<file path="src/rtl/la_capture.sv">
// rtl/la_capture.sv - logic-analyzer capture engine with trigger, divider and register readout
//
// Purpose:
//   Waits (ARMED) for a masked pattern match on the probe pins at a divided
//   sample rate, then records DEPTH consecutive samples (CAPTURE) into an
//   internal buffer and parks in DONE. The buffer is drained one sample per
//   DATA register read.
//
// Ports:
//   PCI_CLK    in   sole clock, rising edge
//   PCI_RST    in   asynchronous active-high reset
//   PROBE      in   probe pins, already synchronous to PCI_CLK
//   reg_wr     in   one-cycle register write strobe
//   reg_rd     in   one-cycle register read strobe
//   reg_addr   in   dword register index
//   reg_wdata  in   register write data
//   reg_rdata  out  registered read data (one-cycle latency)
//   capturing  out  high in ARMED or CAPTURE
//   done       out  high in DONE
//
// Registers: 0 CTRL (W: bit0 ARM, bit1 ABORT), 1 STATUS (R: [1:0] state,
//   [31:16] count), 2 TRIG ([15:0] value, [31:16] mask), 3 DIV ([15:0]),
//   4 DATA (R: pops one sample, [31] valid).

module la_capture #(
  parameter int DEPTH_LOG2 = 8,
  parameter int PROBE_W    = 16
) (
  input  logic               PCI_CLK,
  input  logic               PCI_RST,
  input  logic [PROBE_W-1:0] PROBE,
  input  logic               reg_wr,
  input  logic               reg_rd,
  input  logic [3:0]         reg_addr,
  input  logic [31:0]        reg_wdata,
  output logic [31:0]        reg_rdata,
  output logic               capturing,
  output logic               done
);

  localparam int DEPTH = 1 << DEPTH_LOG2;
  localparam int CW    = DEPTH_LOG2 + 1;

  localparam logic [3:0] A_CTRL   = 4'd0;
  localparam logic [3:0] A_STATUS = 4'd1;
  localparam logic [3:0] A_TRIG   = 4'd2;
  localparam logic [3:0] A_DIV    = 4'd3;
  localparam logic [3:0] A_DATA   = 4'd4;

  typedef enum logic [1:0] {
    S_IDLE    = 2'd0,
    S_ARMED   = 2'd1,
    S_CAPTURE = 2'd2,
    S_DONE    = 2'd3
  } state_t;

  state_t          state_q, state_d;
  logic [31:0]     trig_q, trig_d;
  logic [15:0]     div_q, div_d;
  logic [15:0]     div_cnt_q, div_cnt_d;
  // The sample count also serves as the write pointer: every write lands at
  // index count, and capture stops once entry DEPTH-1 is written, so the
  // pointer never wraps.
  logic [CW-1:0]   cnt_q, cnt_d;
  logic [CW-1:0]   rd_ptr_q, rd_ptr_d;
  logic [31:0]     rdata_d;

  logic [PROBE_W-1:0] mem [DEPTH];
  logic               mem_we;

  logic        tick;
  logic        trig_hit;
  logic        ctrl_wr;
  logic        arm;
  logic        abort;
  logic        data_avail;
  logic [15:0] probe16;
  logic [15:0] samp16;

  assign probe16 = 16'(PROBE);
  assign samp16  = 16'(mem[rd_ptr_q[DEPTH_LOG2-1:0]]);

  // >= rather than == so that lowering DIV below the running counter ticks
  // at once instead of waiting for the 16-bit counter to wrap.
  assign tick       = (div_cnt_q >= div_q);
  assign trig_hit   = (((probe16 ^ trig_q[15:0]) & trig_q[31:16]) == 16'd0);
  assign data_avail = (rd_ptr_q < cnt_q);

  // ABORT wins over ARM when both bits are set in one write.
  assign ctrl_wr = reg_wr && (reg_addr == A_CTRL);
  assign abort   = ctrl_wr && reg_wdata[1];
  assign arm     = ctrl_wr && reg_wdata[0] && !reg_wdata[1];

  assign capturing = (state_q == S_ARMED) || (state_q == S_CAPTURE);
  assign done      = (state_q == S_DONE);

  always_comb begin
    state_d   = state_q;
    trig_d    = trig_q;
    div_d     = div_q;
    div_cnt_d = div_cnt_q;
    cnt_d     = cnt_q;
    rd_ptr_d  = rd_ptr_q;
    rdata_d   = reg_rdata;
    mem_we    = 1'b0;

    // Sampling
    if (capturing) begin
      div_cnt_d = tick ? 16'd0 : div_cnt_q + 16'd1;
    end
    case (state_q)
      S_ARMED: begin
        if (tick && trig_hit) begin
          mem_we  = 1'b1;
          cnt_d   = CW'(1);
          state_d = S_CAPTURE;
        end
      end
      S_CAPTURE: begin
        if (tick) begin
          mem_we = 1'b1;
          cnt_d  = cnt_q + CW'(1);
          if (cnt_q == CW'(DEPTH - 1)) begin
            state_d = S_DONE;
          end
        end
      end
      default: ;
    endcase

    // Reads see register values from before any same-cycle write.
    if (reg_rd) begin
      case (reg_addr)
        A_STATUS: rdata_d = {16'(cnt_q), 14'd0, state_q};
        A_TRIG:   rdata_d = trig_q;
        A_DIV:    rdata_d = {16'd0, div_q};
        A_DATA: begin
          if ((state_q == S_DONE) && data_avail) begin
            rdata_d  = {1'b1, 15'd0, samp16};
            rd_ptr_d = rd_ptr_q + CW'(1);
          end else begin
            rdata_d = 32'd0;
          end
        end
        default:  rdata_d = 32'd0;
      endcase
    end

    // Writes
    if (reg_wr) begin
      case (reg_addr)
        A_TRIG: trig_d = reg_wdata;
        A_DIV:  div_d  = reg_wdata[15:0];
        default: ;
      endcase
    end
    if (abort) begin
      // Freeze the capture as it stood before this edge.
      state_d   = S_IDLE;
      mem_we    = 1'b0;
      cnt_d     = cnt_q;
      div_cnt_d = div_cnt_q;
    end else if (arm) begin
      state_d   = S_ARMED;
      mem_we    = 1'b0;
      div_cnt_d = 16'd0;
      cnt_d     = '0;
      rd_ptr_d  = '0;
    end
  end

  always_ff @(posedge PCI_CLK or posedge PCI_RST) begin
    if (PCI_RST) begin
      state_q   <= S_IDLE;
      trig_q    <= 32'd0;
      div_q     <= 16'd0;
      div_cnt_q <= 16'd0;
      cnt_q     <= '0;
      rd_ptr_q  <= '0;
      reg_rdata <= 32'd0;
    end else begin
      state_q   <= state_d;
      trig_q    <= trig_d;
      div_q     <= div_d;
      div_cnt_q <= div_cnt_d;
      cnt_q     <= cnt_d;
      rd_ptr_q  <= rd_ptr_d;
      reg_rdata <= rdata_d;
    end
  end

  // Sample buffer: no reset, contents are undefined after reset.
  always_ff @(posedge PCI_CLK) begin
    if (mem_we) begin
      mem[cnt_q[DEPTH_LOG2-1:0]] <= PROBE;
    end
  end

endmodule

</file>
<file path="config.mk">
export PLATFORM = sky130hd
export DESIGN_NAME = la_capture
export DESIGN_NICKNAME = d
export VERILOG_FILES = /design/src/rtl/la_capture.sv
export SDC_FILE = /design/constraint.sdc
export NUM_CORES = 2
export LEC_CHECK = 0
export CELL_PAD_IN_SITES_DETAIL_PLACEMENT = 1
export CELL_PAD_IN_SITES_GLOBAL_PLACEMENT = 1
export CORE_MARGIN = 3
export CORE_UTILIZATION = 47
export DETAILED_ROUTE_END_ITERATION = 16
export PLACE_DENSITY = 0.68
export REMOVE_ABC_BUFFERS = 1
export SYNTH_ARGS = -nofsm -noshare
export SYNTH_HDL_FRONTEND = slang
export SYNTH_SLANG_ARGS = --single-unit
</file>
<file path="constraint.sdc">
create_clock -name PCI_CLK -period 4.15 [get_ports PCI_CLK]
set_input_delay 0.415 -clock PCI_CLK [delete_from_list [all_inputs] [get_ports PCI_CLK]]
set_output_delay 0.415 -clock PCI_CLK [all_outputs]
set_load 0.02 [all_outputs]
</file>
-- After elaboration in Yosys (flattened, before gate mapping)
Memories as Yosys holds them, arrays and structs flattened.
Cells that the tools add are included.
- memories kept: 1
- word-level logic and storage cells: 74
- bits in writable memories: 4096
- input bits: 56
- ROM bits: 0
- register bits: 116
- latch bits: 0
- output and inout port bits: 34
- memories (name ; words ; width ; read ports ; clocked after Yosys merged registers in ; wr ports ; RTL line ; RTL):
    mem ; 256 ; 16 ; 1 ; 0 ; 1 ; 68 ; logic [PROBE_W-1:0] mem [DEPTH];
- muxes and demuxes: 27
- div/mod/pow operators: 0
- equality and inequality tests: 13
- bitwise operators: 3
- $add $sub $neg: 3
- multiply operators: 0
- shifts and indexed selects: 0
- reduce and logical (&&, ||, !) cells: 18
- $lt $le $gt $ge: 2
- operators by type and width (operator ; count):
    one-hot mux 32 bit (4 select lines) ; 1
    two-way mux 9 bit ; 8
    two-way mux 16 bit ; 3
    two-way mux 32 bit ; 1
    adder 9 x 1 -> 9 bit, second input constant ; 2
    one-hot mux 9 bit (2 select lines) ; 1
    adder 16 x 1 -> 16 bit, second input constant ; 1
    bitwise AND 16 bit ; 1
    >= comparator 16 bit ; 1
    zero test 16 bit ; 1
    XOR 16 bit ; 1
    two-way mux 2 bit ; 5
    == test 9 x 8 -> 1 bit, second input constant ; 1
    < comparator 9 bit ; 1
    == test 4 x 2 -> 1 bit, second input constant ; 2
    != test 4 x 3 -> 1 bit, second input constant ; 2
    AND reduction 4 bit ; 2
    logical AND 1 bit ; 6
    two-way mux 1 bit ; 6
    AND reduction 2 bit ; 3
    == test 2 bit, second input constant ; 2
    == test 4 x 1 -> 1 bit, second input constant ; 1
    == test 4 x 3 -> 1 bit, second input constant ; 1
    zero test 4 bit ; 1
    other kinds (12) ; 12

-- Depth between registers and ports, before layout
- depth in word-level cells: 10
- mapped depth: 14
- gate-level depth less buffers: 10

-- Worst setup path after synthesis
Ideal clock, no wire load.
- path kind: flip-flop to flip-flop
- from: register div_cnt_q[9]
- to: memory mem[182][0] (enable)
- required time: 3762 ps
- slack: 977 ps
- setup time: 388 ps
- path buffers: 1
- period minus slack after synthesis: 3173 ps
- cell stages (with the launch flop): 11
- arrival: 2785 ps
- cell sequence: dfrtp_1 ha_1 a21o_1 a21oi_1 nor3b_1 a211o_1 o211ai_1 nor3_1 nand2_1 clkbuf_1 nor2_1
- word-level cells in the longest chain between the ends: 8
- elaborated cells between the ends (all ways): 9
- classes of those cells: 1 x order compare; 7 x mux; 1 x reduce/logical
- RTL lines (item ; RTL line ; RTL):
    start: declaration ; 60 ; logic [15:0] div_cnt_q, div_cnt_d;
    start signal: assignment ; 185 ; div_cnt_q <= div_cnt_d;
    >= comparator 16 bit (*) ; 85 ; assign tick = (div_cnt_q >= div_q);
    logical AND 1 bit ; 113 ; if (tick && trig_hit) begin
    two-way mux 1 bit ; 113 ;
    one-hot mux 1 bit (2 select lines) (*) ; 111 ; case (state_q)
    two-way mux 1 bit (*) ; 163 ; end else if (arm) begin
    two-way mux 1 bit (*) ; 157 ; if (abort) begin
    two-way mux 1 bit (*) ; 194 ; if (mem_we) begin
    two-way mux 1 bit (not written as such) (*) ; 195 ; mem[cnt_q[DEPTH_LOG2-1:0]] <= PROBE;
    end: declaration ; 68 ;
Mark *: on every way between the ends. The rest lies on a longest branch, timed or not.

-- Final worst setup path
- from: register cnt_q[8]
- to: register reg_rdata[12]
- word-level cells in the longest chain between the ends: 4
- RTL lines (item ; RTL line ; RTL):
    start: declaration ; 64 ; logic [CW-1:0] cnt_q, cnt_d;
    start signal: assignment ; 186 ; cnt_q <= cnt_d;
    < comparator 9 bit ; 87 ; assign data_avail = (rd_ptr_q < cnt_q);
    logical AND 1 bit ; 138 ; if ((state_q == S_DONE) && data_avail) begin
    two-way mux 32 bit ; 138 ;
    one-hot mux 32 bit (4 select lines) ; 133 ; case (reg_addr)
    end signal: assignment ; 188 ; reg_rdata <= rdata_d;
    end: declaration ; 36 ; output logic [31:0] reg_rdata,
Every way passes these cells.
A chain may end at the register's enable or synchronous reset.

==> results_dict.tcl <==
set metrics [dict create \
    worstSetupPathType "flip-flop to flip-flop" \
    ys_top_cells_by_count "edfxtp_1, mux4_2, nor2_1" \
    die_area_sq_um 355200 \
    crit_fanout 5 \
    drt-wirelength-per-cell_um 38.54 \
    critPathArrivalTime_ns 5.17 \
    vias_per_cell 6.466 \
    post-route-util_pct 55.15 \
    ir_worst_vdd_uv 389.3 \
    finalSetupViolCount 1 \
    cpPeakStageDelay_ns 1.33 \
    grt_pass1_wl_um 724000 \
    start_kind "flip-flop" \
    io_pins 90 \
    instances_no_fill 13470 \
    grt_usage_pct 29.14 \
    cts_buffer_depth 4 \
    core_area_sq_um 346500 \
    drive_above_1_share_pct 29.59 \
    cp_slowest_cell "o41ai_1" \
    routed_wl_um 518900 \
    slew_headroom_pct 3.552 \
    io_buffers 89 \
    power_density_nw_per_um2 519.2 \
    fin_ws_ns -0.1003 \
    leakage_nw 59.66 \
    postRouteAntennaNets 0 \
    clkTransAtPathRegs_ns 0.06 \
    worstSetupStartpoint "cnt_q[8]" \
    die_x_um 596.0 \
    endpoint_kind "flip-flop" \
    cpMostUsedCell "nand2_1" \
    pre_cts_ws_ns -0.06479 \
    grt_pass1_vias 89240 \
    avgSynthCellArea_sq_um 21.49 \
    synth_top_cell_by_area "edfxtp_1" \
    cts_made_buffers 426 \
    finalCritPeriodShare_pct 102.4 \
    start_util_pct 47.22 \
    finalClockSkew_ns 0.04684 \
    rows 216 \
    hold_viol 0 \
    place.gp.congestion 0.9737 \
    layout_min_cycle_time_ns 4.250 \
    synth-edff-count 4096 \
    final_max_slew_viol_count 0 \
    synth_ff_type "edfxtp_1" \
    synth_top_area_share_pct 75.18 \
    synthDistinctLibCells 80 \
    power_mw 99.20 \
    dp.cells 12640 \
    drc 0 \
    ys_seq_area_share_pct 76.96 \
    clock-root-buffer "clkbuf_16" \
    layout.nets 8598 \
    max_freq_ghz 0.2353 \
    grt_max_degree 177 \
    hp-class "input port to flip-flop" \
    crit_chain "inv_1 > ha_1 > nor4bb_1 > and2_1 > nand2_1 > o21ba_2 > nand2_1 > o41ai_1 > buf_4 > a2111o_1" \
    syn_area_sq_um 163600 \
    cts_tree "yes" \
    areaGrowthSynthToFinish_pct 16.79 \
    drt_iter0_drc 13410 \
    dieHeight_um 596.0 \
    ys_ff_latch 4212 \
    num_vias 87060 \
    insertion_delay_ns 1.01 \
    async_reset_ff_share_pct 2.754 \
    outcome "finished with violations" \
    htreeDepth 5 \
    yosys-top-cells-area "edfxtp_1, mux4_2, mux2i_1" \
    overflow 0 \
    min_from "reg_wdata[24]" \
    violations "negative setup slack" \
    rsz0062_at_grt "false" \
    yosysMostFrequentCell "edfxtp_1" \
    hpwl_um 329400 \
    tightest_slew_ns 1.447 \
    first_pass_iters 6 \
    postLayoutCellArea_sq_um 191100 \
    clock_sinks 4212 \
    antenna_found_initial 37 \
    syn-instance-count 7611 \
    r2r-start "cnt_q[8]" \
    place_area_sq_um 176700 \
    drv_cap 0 \
    yosys_warnings 0 \
    crit_required_ns 5.07 \
]
-- critical path, delay by kind of cell, from the launching register on --
family	cells	cell delay, ns
AO/OA/AOI/OAI	3	1.77
AND/OR/NAND/NOR	4	1.19
flip-flops	1	0.44
buffers and inverters	2	0.39
adder cells (fa/ha/maj)	1	0.36
-- cell usage in the layout, fill, tap and decap left out, drive strengths merged, types with 28 or more instances in the layout --
cell / instances
a211oi: 28
a22oi: 140
clkinv: 183
a31oi: 37
ha: 34
inv: 64
edfxtp: 4096
xor2: 28
mux2: 58
mux4: 955
nor2: 379
nand3: 90
o221ai: 57
nand2: 203
a221oi: 52
dfrtp: 116
bufinv: 49
clkbuf: 519
o21ai: 95
buf: 814
a21oi: 102
mux2i: 301
clkdlybuf4s50: 73
nand4: 34
o22ai: 46
-- metrics by stage --
step	hold WS, ns	setup TNS, ns
finish	0.03588	-0.1003
global route	0.01076	0
CTS	0.0003794	0
detailed placement	0.4908	-0.06484
global placement	0.4913	-0.2852
floorplan	0.4715	-1070.33
-- kinds of logic (layout without fill, tap and decap cells) --
logic type               after synthesis  count (layout)  share of synthesized area [%]
adder cells (fa/ha/maj)               34              34                         0.2600
AND/OR/NAND/NOR                      810             810                          2.149
buffers and inverters                483            1740                          1.861
multiplexers                        1314            1314                          15.42
other                                  0              19                              0
flip-flops                          4212            4212                          76.96
XOR/XNOR                              35              35                         0.1874
AO/OA/AOI/OAI                        723             723                          3.170
-- path summary, 6_finish.rpt --
| kind | to | slack (ns) | depth (start not counted) |
|---|---|---|---|
| max in group asynchronous | rd_ptr_q[0] | 2.97 | 3 |
| max reg2reg | reg_rdata[12] | -0.10 | 10 |
| max | reg_rdata[12] | -0.10 | 10 |
| min in group asynchronous | div_cnt_q[13] | 0.44 | 3 |
| min reg2reg | reg_rdata[23] | 0.52 | 1 |
| min | trig_q[24] | 0.04 | 2 |
-- report_power, final --
part / internal [mW] / switching [mW] / total (mW) / leakage, nW
clock network: 22.4 / 16.5 / 38.9 / 6.84
registers: 46.8 / 0.322 / 47.1 / 38.3
logic: 5.03 / 8.11 / 13.1 / 14.5
total: 74.2 / 25.0 / 99.2 / 59.7
-- registers in the layout, summed over array words and instances (netlist names) --
name and cells:
cnt_q 9, div_cnt_q 16, div_q 16, mem 4096
rd_ptr_q 9, reg_rdata 32, state_q 2, trig_q 32
-- routing by layer --
layer / part of all wire (%) / up-vias / GRT usage [%]
li1: - / 33860 / -
met1: 38 / 47130 / 40.03
met2: 47 / 5127 / 44.59
met3: 10 / 933 / 6.024
met4: 5.7 / 20 / 14.71
met5: 0.026 / - / 0
-- final cells by class --
cell class	instances	area, sq um
repair buffers	905	9960
multi-input cells	2916	35160
inverters	47	191.4
diodes	19	47.55
fillers	29700	155400
clock buffers	513	11260
flip-flops and latches	4212	125900
well taps	4578	5728
clock inverters	275	2801
-- repair_timing --
action | CTS | global route
pin swaps | 0 | 0
gates resized for setup | 1 | 3
endpoints found under the setup margin | 4 | 2
hold endpoints to repair | 149 | 0
buffers inserted | 4 | 3
hold buffers | 12 | 0
Power figures use the tool's default switching activity.
